--- src/rtl/array_mult_reg_pkg.sv ---
// Shared constants and helpers for the array multiplier leaf.
package array_mult_reg_pkg;

    // Widest operand the array generator is expected to build.
    localparam int MULT_MAX_WIDTH = 16;

    // Product width needed to hold the full unsigned product.
    function automatic int mult_prod_width(input int w);
        return 2 * w;
    endfunction

endpackage

--- src/rtl/array_mult_reg_full_adder_cell.sv ---
// One-bit full adder; doubles as a half adder when cin is tied low.
module full_adder_cell (
    input  logic a,
    input  logic b,
    input  logic cin,
    output logic s,
    output logic cout
);

    assign s    = a ^ b ^ cin;
    assign cout = (a & b) | (cin & (a ^ b));

endmodule

--- src/rtl/array_mult_reg.sv ---
// Unsigned WIDTH x WIDTH carry-save array multiplier with a registered
// product and valid flag (one cycle latency, one op per cycle).
module array_mult_reg
    import array_mult_reg_pkg::*;
#(
    parameter int WIDTH = 2
) (
    input  logic                 clk,
    input  logic                 rst,
    input  logic                 in_valid,
    input  logic [WIDTH-1:0]     A,
    input  logic [WIDTH-1:0]     B,
    output logic [2*WIDTH-1:0]   P,
    output logic                 out_valid
);

    localparam int PW = mult_prod_width(WIDTH);

    if (WIDTH < 1 || WIDTH > MULT_MAX_WIDTH) begin : g_bad_width
        $error("array_mult_reg: WIDTH out of range");
    end

    logic [PW-1:0] prod;

    if (WIDTH == 1) begin : g_w1
        assign prod = {1'b0, A[0] & B[0]};
    end else begin : g_array
        // Row i holds the carry-save (sum, carry) pair after folding in
        // partial-product row i. Sum bit j of row i has weight i+j, carry
        // bit j has weight i+j+1, so the LSB of each row is final.
        for (genvar i = 0; i < WIDTH; i++) begin : g_row
            logic [WIDTH-1:0] s;
            logic [WIDTH-1:0] c;

            if (i == 0) begin : g_first
                for (genvar j = 0; j < WIDTH; j++) begin : g_pp
                    assign s[j] = A[j] & B[0];
                end
                assign c = '0;
            end else begin : g_add
                for (genvar j = 0; j < WIDTH; j++) begin : g_cell
                    logic bi;
                    // Previous row's sum shifted down one place; nothing
                    // sits above its top bit.
                    if (j == WIDTH - 1) begin : g_top
                        assign bi = 1'b0;
                    end else begin : g_mid
                        assign bi = g_row[i-1].s[j+1];
                    end
                    full_adder_cell u_fa (
                        .a    (A[j] & B[i]),
                        .b    (bi),
                        .cin  (g_row[i-1].c[j]),
                        .s    (s[j]),
                        .cout (c[j])
                    );
                end
            end

            assign prod[i] = s[0];
        end

        // Final ripple row merges the last sum/carry vectors into the upper
        // half of the product.
        for (genvar k = 0; k < WIDTH - 1; k++) begin : g_rpl
            logic ci;
            logic co;
            if (k == 0) begin : g_c0
                assign ci = 1'b0;
            end else begin : g_cn
                assign ci = g_rpl[k-1].co;
            end
            full_adder_cell u_fa (
                .a    (g_row[WIDTH-1].s[k+1]),
                .b    (g_row[WIDTH-1].c[k]),
                .cin  (ci),
                .s    (prod[WIDTH+k]),
                .cout (co)
            );
        end

        // Top bit: the product always fits in PW bits, so this position
        // can never carry out and a plain XOR completes the ripple.
        assign prod[PW-1] = g_row[WIDTH-1].c[WIDTH-1] ^ g_rpl[WIDTH-2].co;
    end

    logic [PW-1:0] p_q, p_d;
    logic          vld_q, vld_d;

    // Next state: capture on in_valid, otherwise hold P and drop valid.
    always_comb begin
        p_d   = p_q;
        vld_d = 1'b0;
        if (in_valid) begin
            p_d   = prod;
            vld_d = 1'b1;
        end
    end

    // Output registers; reset wins over a simultaneous in_valid.
    always_ff @(posedge clk) begin
        if (rst) begin
            p_q   <= '0;
            vld_q <= 1'b0;
        end else begin
            p_q   <= p_d;
            vld_q <= vld_d;
        end
    end

    assign P         = p_q;
    assign out_valid = vld_q;

endmodule

--- config.mk ---
export PLATFORM = sky130hd
export DESIGN_NAME = array_mult_reg
export DESIGN_NICKNAME = d
export VERILOG_FILES = /design/src/rtl/array_mult_reg_pkg.sv /design/src/rtl/array_mult_reg_full_adder_cell.sv /design/src/rtl/array_mult_reg.sv
export SDC_FILE = /design/constraint.sdc
export NUM_CORES = 1
export LEC_CHECK = 0
export BUFFER_PORTS_ARGS = -buffer_cell sky130_fd_sc_hd__buf_4
export CORE_AREA = 2 2 39 41
export CTS_CLUSTER_DIAMETER = 60
export DETAILED_ROUTE_END_ITERATION = 10
export DIE_AREA = 0 0 41 43
export GPL_TIMING_DRIVEN = 0
export HOLD_SLACK_MARGIN = 0.05
export PLACE_DENSITY_LB_ADDON = 0.25
export SYNTH_ARGS = -nofsm -noshare
export SYNTH_HDL_FRONTEND = slang
export SYNTH_SLANG_ARGS = --single-unit
export TNS_END_PERCENT = 20
--- constraint.sdc ---
create_clock -name clk -period 1.8 [get_ports clk]
set_input_delay 0 -clock clk [delete_from_list [all_inputs] [get_ports clk]]
set_output_delay 0 -clock clk [all_outputs]
set_load 0.05 [all_outputs]
# Yosys cells after proc, flatten, opt, wreduce, memory -nomap -nowiden
# Index checks and enable logic that the tools add are counted.
[classes]
n_mux = 1
bitwise_logic = 8
[ops]
columns = ["cell", "count"]
rows = [
  ["bitwise AND 1 bit", 6],
  ["XOR 1 bit", 2],
  ["2-to-1 mux 1 bit", 1],
]
[totals]
register_bits = 5
word_cells = 11
input_bits = 7
out_inout_bits = 5

# Logic depth before layout (Yosys ltp)
# Gate-level depths: netlist (run 1).
[logic_depth]
ltp_word = 3
depth_mapped = 5
mapped_depth_nobuf = 5

# Cells and area by module
# A second synthesis (run 1) with hierarchy kept.
[hier_totals]
hier_cells = 24
area_unflattened_um2 = 282.8
[modules_own_cells]
columns = ["module", "area_each_um2", "instances", "cells_per_inst", "seq_area_each_um2"]
rows = [
  ["array_mult_reg", 222.7, 1, 21, 100.1],
  ["full_adder_cell", 20.0, 3, 1, 0.0],
]

# Least setup slack after synthesis (run 1)
# OpenSTA, ideal clock, no wires.
[synth_path]
path_kind = "reg-to-reg"
from = "register, netlist name P[0]"
to = "register p_q[0], in the netlist P[0]"
setup_ns = 0.066
path_stages_with_launch = 3
setup_slack_ns = 0.909
path_buffers = 0
period_less_slack_ns = 0.891
arrival_ns = 0.825
required_ns = 1.734
path_cell_list = "dfxtp_1 nand2b_4 a21oi_2"
[synth_rtl]
columns = ["item", "line_no", "source"]
rows = [
  ["end signal, assigned", "array_mult_reg.sv:106", "p_q <= p_d;"],
  ["end, declared", "array_mult_reg.sv:87", "logic [PW-1:0] p_q, p_d;"],
]

==> reports/qor.yml, run 1 <==
clk_latency_ns: 0.24
required_ns: 1.99
path_clk_slew_ns: 0.04
cts_root_buf: "clkbuf_4"
cts_tree: "yes"
hp-class: "input port to flop"
synth_compound_area_share_pct: 3.80
timing.final.crit_share_pct: 71.1
wirelength_microns: 446
final_net_count: 48
routedWlPerCell_microns: 8.26
design.core.area_sq_um: 1380
synth_seq_cells: 5
relSlewSlack_pct: 92.1
grt_max_degree: 7
die_h_microns: 43
drv_cap: 0
async_flop_share_pct: 0
finClkSkew_ns: 0
dp.cells: 47
vias_per_cell: 3.61
grt_antenna_before_repair: 0
final_core_util_pct: 27.6
worst_slew_pin_slew_ns: 0.115
synth_top_area_share_pct: 43.5
timing.hold.ws_ns: 0.237
dpl.hpwl_microns: 339
dieWidth_microns: 41
first_pass_iters: 1
antennaDiodeCount: 0
htreeDepth: 1
ys_seq_area_share_pct: 43.5
tns_ns: 0
worst_setup_path_start_kind: "input port"
gp_congestion: 0.696
crit_fanout: 6
slew_viol_final: 0
ir_drop_uv: 271
worstPathArrival_ns: 1.47
instances_no_fill: 54
grt_pass1_wl_microns: 814
pin_count: 12
synth.area.mux_share_pct: 13.0
syn_avg_cell_area_sq_um: 11.0
path_class: "input port to flop"
setup_viol: 0
synth_top_family_by_area: "simple AND/OR/NAND/NOR gates"
cts_max_path_buffers: 2
synth_nets: 30
grt.total_usage_pct: 7.63
drive_gt1_share_pct: 42.1
ant_nets: 0
placementRows: 14
p_per_area_nw_per_um2: 809
fin_crit_ns: 1.28
synth-edff-count: 0
die_area_sq_um: 1760
stdcell_area_sq_um: 382
grt_pass1_vias: 199
grt_setup_unrepaired: "no"
yosysMostFrequentCell: "dfxtp_1"
start_util_pct: 16.6
cp-end-kind: "flop"
synthAdderAreaFrac_pct: 10.9
cts_sinks: 5
timing.fmax_ghz: 0.781
nFillCells: 152
port_buffers: 10
yosys.area_share.xor_xnor_pct: 0
vias: 195
drcViolationCount: 0
synth.yosys.warnings: 0
synthFlopType: "dfxtp_1"
areaGrowthSynthToFinish_pct: 65.8
synth_area_leaders: "dfxtp_1, mux2i_1, ha_1"
syn_inst: 21
synth_area_sq_um: 230
drt_iter0_markers: 0
hold_viol_final: 0
synthSimpleGateAreaFrac_pct: 23.9
dpl_cell_area_sq_um: 325
yosysTopAreaCell: "dfxtp_1"
yosys-top-cells-count: "dfxtp_1, and2_1, mux2i_1, nor2_1, ha_1"
grt_remaining_overflow: 0
cts_inserted_buffers: 3
status: "finished clean"
ys_types: 10
leakage_nw: 0.189
-- critical path, cell delays in order --
cell	delay, ns
dlygate4sd3_1	0.55
buf_6	0.14
nand2b_4	0.13
a21oi_2	0.10
dlygate4sd3_1	0.54
-- routing by layer --
layer	track usage, %	wire length [microns]	vias to the layer above
met5	0	0	-
met4	2.00	0	0
met3	9.42	69	0
met2	9.38	207	9
met1	8.04	169	84
li1	-	-	102
-- stage by stage --
stage	power, mW	setup WS, ns
after global placement	0.174	0.787
after detailed placement	0.174	0.793
after CTS	0.317	0.538
final	0.309	0.520
after floorplan	0.154	0.909
after global routing	0.333	0.468
-- layout make-up --
cell class	count	area [sq um]	area share [%]
multi-input cells	15	119	31.1
plain buffers	1	11.3	2.95
flip-flops and latches	5	100	26.2
well taps	16	20.0	5.25
clock buffers	4	26.3	6.89
repair buffers	13	105	27.5
-- state kept, by name, summed over array words and instances (netlist names) --
| name | flops |
|---|---|
| out_valid | 1 |
| P | 4 |
-- what timing repair did --
item	in CTS	in global routing
setup buffers	0	0
gates resized for setup	0	0
hold buffers	3	0
setup endpoints to repair	0	0
hold endpoints to repair	5	0
-- kinds of logic after synthesis --
logic type	Yosys count
simple gates	9
flops	5
mux	3
buf+inv	1
compound gates	1
fa+ha+maj	2
-- where the power goes --
part / switching, mW / leakage (nW) / total [mW] / internal, mW
registers: 0.00254 / 0.0409 / 0.119 / 0.116
logic: 0.0302 / 0.133 / 0.0578 / 0.0277
clock network: 0.0482 / 0.0150 / 0.132 / 0.0840
-- cell usage in the layout (no fill, tap or decap), drive strengths merged --
cell type | Yosys | routed
dfxtp | 5 | 5
nand2b | 1 | 1
a21oi | 1 | 1
ha | 2 | 2
clkbuf | 0 | 4
mux2i | 3 | 3
nor2 | 3 | 3
nand3 | 1 | 1
and2 | 3 | 3
dlygate4sd3 | 0 | 3
nor2b | 1 | 1
buf | 1 | 11
-- final timing paths --
check | slack [ns] | endpoint | start | cells past startpoint
hold reg to reg | 0.49 | P[3] | P[3] | 2
setup / recovery | 0.52 | P[0] | in_valid | 5
setup reg to reg | 0.68 | P[0] | P[0] | 3
hold / removal | 0.24 | P[1] | B[0] | 5
Power figures use the tool's default switching activity.
==> inputs of run 2 (changes only) <==
==> constraint.sdc (replaced) <==
create_clock -name clk -period 1.1 [get_ports clk]
set_input_delay 0 -clock clk [delete_from_list [all_inputs] [get_ports clk]]
set_output_delay 0 -clock clk [all_outputs]
set_load 0.05 [all_outputs]
==> reports/qor.yml, run 2 (synthesis gave the netlist of run 1 again) <==
status: "finished clean"  # unchanged
grt_pass1_wl_microns: 814  # unchanged
htreeDepth: 1  # unchanged
cts_sinks: 5  # unchanged
timing.hold.ws_ns: 0.234  # was 0.237 ns
drt_iter0_markers: 0  # unchanged
grt_setup_unrepaired: "no"  # unchanged
r2r_start: "P[2]"  # was P[0]
min_from: "B[0]"  # unchanged
cp_slowest_cell: "dfxtp_1"  # was dlygate4sd3_1
dp.cells: 47  # unchanged
mostFrequentLayoutCells: "buf_4, dfxtp_1, dlygate4sd3_1"  # was buf_4, dfxtp_1
grt.total_usage_pct: 7.63  # unchanged
crit_fanout: 2  # was 6
die_area_sq_um: 1760  # unchanged
hp-class: "input port to flop"  # unchanged
reg2reg_depth: 2  # was 3
r2r_slack_ns: 0.51  # was 0.68 ns
pin_count: 12  # unchanged
leakage_nw: 0.190  # was 0.189 nW
drv_cap: 0  # unchanged
ant_nets: 0  # unchanged
ir_drop_uv: 444  # was 271 uV
fin_crit_ns: 0.824
antennaDiodeCount: 0  # unchanged
clk_latency_ns: 0.24  # about the same
worst_setup_path_start_kind: "flop"  # was input port
p_per_area_nw_per_um2: 1300  # was 809 nW/um^2
required_ns: 1.10  # was 1.99 ns
instances_no_fill: 55  # was 54
gp_congestion: 0.696  # unchanged
crit_family: "flip-flops"  # was buffers and inverters
timing.fmax_ghz: 1.21
port_buffers: 10  # unchanged
tns_ns: 0  # unchanged
grt_max_degree: 7  # unchanged
grt_pass1_vias: 198  # was 199
grt_antenna_before_repair: 0  # unchanged
cts_max_path_buffers: 2  # unchanged
drcViolationCount: 0  # unchanged
worst_slew_pin_slew_ns: 0.115  # about the same
hold_viol_final: 0  # unchanged
critical-path-max-stage-delay_ns: 0.36  # was 0.55 ns
cts_tree: "yes"  # unchanged
start_util_pct: 16.6  # unchanged
cp-end-kind: "output port"  # was flop
nFillCells: 149  # was 152
finClkSkew_ns: 0  # unchanged
slew_viol_final: 0  # unchanged
rr_endpoint: "P[2]"  # was P[0]
routedWlPerCell_microns: 8.13  # was 8.26 microns
cts_root_buf: "clkbuf_4"  # unchanged
drive_gt1_share_pct: 41.0  # was 42.1%
die_h_microns: 43  # unchanged
multi_input_area_sq_um: 119  # unchanged
cts_inserted_buffers: 3  # unchanged
timing.final.crit_share_pct: 74.9
grt_remaining_overflow: 0  # unchanged
vias: 200  # was 195
areaGrowthSynthToFinish_pct: 70.1  # was 65.8%
final_net_count: 49  # was 48
path_class: "flop to output port"  # was input port to flop
crit_buf_inv: 1  # was 3
worstPathArrival_ns: 0.82  # was 1.47 ns
crit_chain: "buf_4"  # was dlygate4sd3_1, buf_6, nand2b_4, a21oi_2, dlygate4sd3_1
placementRows: 14  # unchanged
dpl.hpwl_microns: 339  # unchanged
holdPathEnd: "P[1]"  # unchanged
final_core_util_pct: 28.3  # was 27.6%
seqCellArea_sq_um: 100  # unchanged
design.core.area_sq_um: 1380  # unchanged
vias_per_cell: 3.64  # was 3.61
worstHoldPathCells: 5  # unchanged
path_clk_slew_ns: 0.04  # about the same
relSlewSlack_pct: 92.1  # unchanged
dieWidth_microns: 41  # unchanged
worstSetupStartpoint: "P[0]"  # was in_valid
first_pass_iters: 1  # unchanged
largest_reg_flops: 4  # unchanged
wirelength_microns: 447  # was 446 microns
setup_viol: 0  # unchanged
final_common_cell: "buf_4"  # unchanged
run 2: what timing repair did:
action | CTS | global route
hold endpoints to repair | 5 | 0
hold buffers | 4 | 0
gates resized for setup | 0 | 0
setup buffers | 0 | 0
run 2: power by group:
part,leakage [nW],internal (mW),switching (mW)
sequential,0.0409,0.190,0.00415
combinational,0.134,0.0483,0.0500
clock,0.0150,0.137,0.0789
run 2: through the flow:
stage	total power [mW]	cell area, sq um	worst slack [ns]
after global routing	0.548	392	0.233
after global placement	0.284	325	0.0873
after floorplan	0.251	230	0.209
final	0.509	392	0.276
after CTS	0.521	392	0.257
after detailed placement	0.284	325	0.0934
run 2: how the worst max path moves through the flow:
stage | end | slack (ns) | depth (start not counted)
2_1_floorplan | P[0] | 0.21 | 2
3_5_place_dp | P[2] | 0.09 | 6
6_report | P[0] | 0.28 | 1
4_1_cts | P[0] | 0.26 | 1
5_1_grt | P[0] | 0.23 | 1
3_3_place_gp | P[2] | 0.09 | 6
run 2: layout make-up:
class	instances	share of cell area (%)
Multi-Input combinational cell	15	30.4
Timing Repair Buffer	14	29.4
Buffer	1	2.88
Clock buffer	4	6.71
Sequential cell	5	25.6
Tap cell	16	5.11
run 2: layer usage:
metal	routed length, microns	track usage (%)
met5	0	0
met2	207	9.38
met1	170	8.04
met4	0	2.00
met3	69	9.42
==> inputs of run 3 (changes only) <==
==> constraint.sdc (replaced) <==
create_clock -name clk -period 0.8 [get_ports clk]
set_input_delay 0 -clock clk [delete_from_list [all_inputs] [get_ports clk]]
set_output_delay 0 -clock clk [all_outputs]
set_load 0.05 [all_outputs]
==> reports/qor.yml, run 3 (synthesis gave the netlist of run 1 again) <==
cp_slowest_cell: "dfxtp_1"  # unchanged
crit_fanout: 2  # unchanged
cts_root_buf: "clkbuf_4"  # unchanged
worstPathArrival_ns: 0.77  # was 0.82 ns
grt_remaining_overflow: 0  # unchanged
worst_setup_path_start_kind: "flop"  # unchanged
cts_max_path_buffers: 2  # unchanged
drt_iter0_markers: 1  # was 0
cts_tree: "yes"  # unchanged
grt.total_usage_pct: 6.95  # was 7.63%
grt_setup_unrepaired: "no"  # unchanged
dieWidth_microns: 41  # unchanged
antennaDiodeCount: 0  # unchanged
path_clk_slew_ns: 0.05  # was 0.04 ns
final_common_cell: "buf_4"  # unchanged
status: "finished clean"  # unchanged
design.core.area_sq_um: 1380  # unchanged
timing.fmax_ghz: 1.30
wirelength_microns: 504  # was 447 microns
mostFrequentLayoutCells: "buf_4, dfxtp_1"  # was buf_4, dfxtp_1, dlygate4sd3_1
cp-end-kind: "output port"  # unchanged
leakage_nw: 0.197  # was 0.190 nW
crit_end: "P[2]"  # was P[0]
hp-class: "input port to flop"  # unchanged
critical-path-max-stage-delay_ns: 0.33  # was 0.36 ns
largest_reg_flops: 4  # unchanged
path_class: "flop to output port"  # unchanged
required_ns: 0.80  # was 1.10 ns
grt_max_degree: 7  # unchanged
crit_family: "flip-flops"  # unchanged
clk_latency_ns: 0.24  # about the same
fin_crit_ns: 0.767
die_area_sq_um: 1760  # unchanged
drv_cap: 0  # unchanged
cts_inserted_buffers: 3  # unchanged
slew_viol_final: 0  # unchanged
worst_slew_pin_slew_ns: 0.117  # was 0.115 ns
first_pass_iters: 2  # was 1
r2r_slack_ns: 0.20  # was 0.51 ns
die_h_microns: 43  # unchanged
drcViolationCount: 0  # unchanged
power.total_mw: 0.709  # was 0.509 mW
finClkSkew_ns: 0  # unchanged
crit_buf_inv: 1  # unchanged
cts_sinks: 5  # unchanged
areaGrowthSynthToFinish_pct: 81.5  # was 70.1%
timing.final.ws_setup_ns: 0.0334  # was 0.276 ns
timing.hold.ws_ns: 0.217  # was 0.234 ns
grt_antenna_before_repair: 0  # unchanged
crit_cells: 1  # unchanged
hold_viol_final: 0  # unchanged
r2r_start: "P[2]"  # unchanged
ir_drop_uv: 870  # was 444 uV
relSlewSlack_pct: 91.9  # was 92.1%
rr_endpoint: "P[2]"  # unchanged
crit_chain: "buf_4"  # unchanged
vias_per_cell: 3.71  # was 3.64
gp_congestion: 0.716  # was 0.696
tns_ns: 0  # unchanged
htreeDepth: 1  # unchanged
drive_gt1_share_pct: 48.7  # was 41.0%
post-cts-setup-buffers: 0  # unchanged
worstSetupStartpoint: "P[2]"  # was P[0]
placementRows: 14  # unchanged
grt_pass1_vias: 201  # was 198
port_buffers: 10  # unchanged
pin_count: 12  # unchanged
reg2reg_depth: 2  # unchanged
pre_cts_ws_ns: -0.212  # was 0.0934 ns
p_per_area_nw_per_um2: 1700  # was 1300 nW/um^2
ant_nets: 0  # unchanged
start_util_pct: 16.6  # unchanged
final_core_util_pct: 30.2  # was 28.3%
timing.final.crit_share_pct: 95.8
vias: 204  # was 200
routedWlPerCell_microns: 9.16  # was 8.13 microns
grt_pass1_wl_microns: 772  # was 814 microns
final_net_count: 49  # unchanged
setup_viol: 0  # unchanged
==> run 3: stage by stage <==
step	std cells	area [sq um]
after floorplan	21	231
after global placement	47	327
after detailed placement	47	327
after CTS	55	393
after global routing	55	418
final	55	418
==> run 3: repair_timing <==
item	CTS	global route
hold buffers	4	0
setup endpoints to repair	0	3
hold endpoints to repair	5	0
resized for setup	0	5
==> run 3: power by group <==
group          leakage, nW  internal, mW  switching, mW
logic                0.140        0.0705         0.0718
clock network       0.0150         0.189          0.110
registers           0.0414         0.261        0.00597
total                0.197         0.521          0.188
==> run 3: cell type report <==
class,count,area (sq um)
Buffer,1,11.3
Tap cell,16,20.0
Sequential cell,5,101
Clock buffer,4,26.3
Fill cell,147,966
Multi-Input combinational cell,15,134
Timing Repair Buffer,14,125
==> run 3: routing by layer <==
metal	GRT usage (%)	wire (microns)
met1	7.79	196
met2	9.38	245
met3	7.85	62
met4	0	0
met5	0	0
==> run 3: how the worst min path moves through the flow <==
| stage | startpoint | to | slack (ns) | depth (start not counted) |
|---|---|---|---|---|
| after global placement | rst | P[0] | 0.19 | 2 |
| final | in_valid | out_valid | 0.22 | 3 |
| after CTS | B[0] | P[1] | 0.25 | 5 |
| after floorplan | rst | P[0] | 0.06 | 1 |
| after detailed placement | rst | P[0] | 0.19 | 2 |
| after global routing | in_valid | out_valid | 0.24 | 3 |
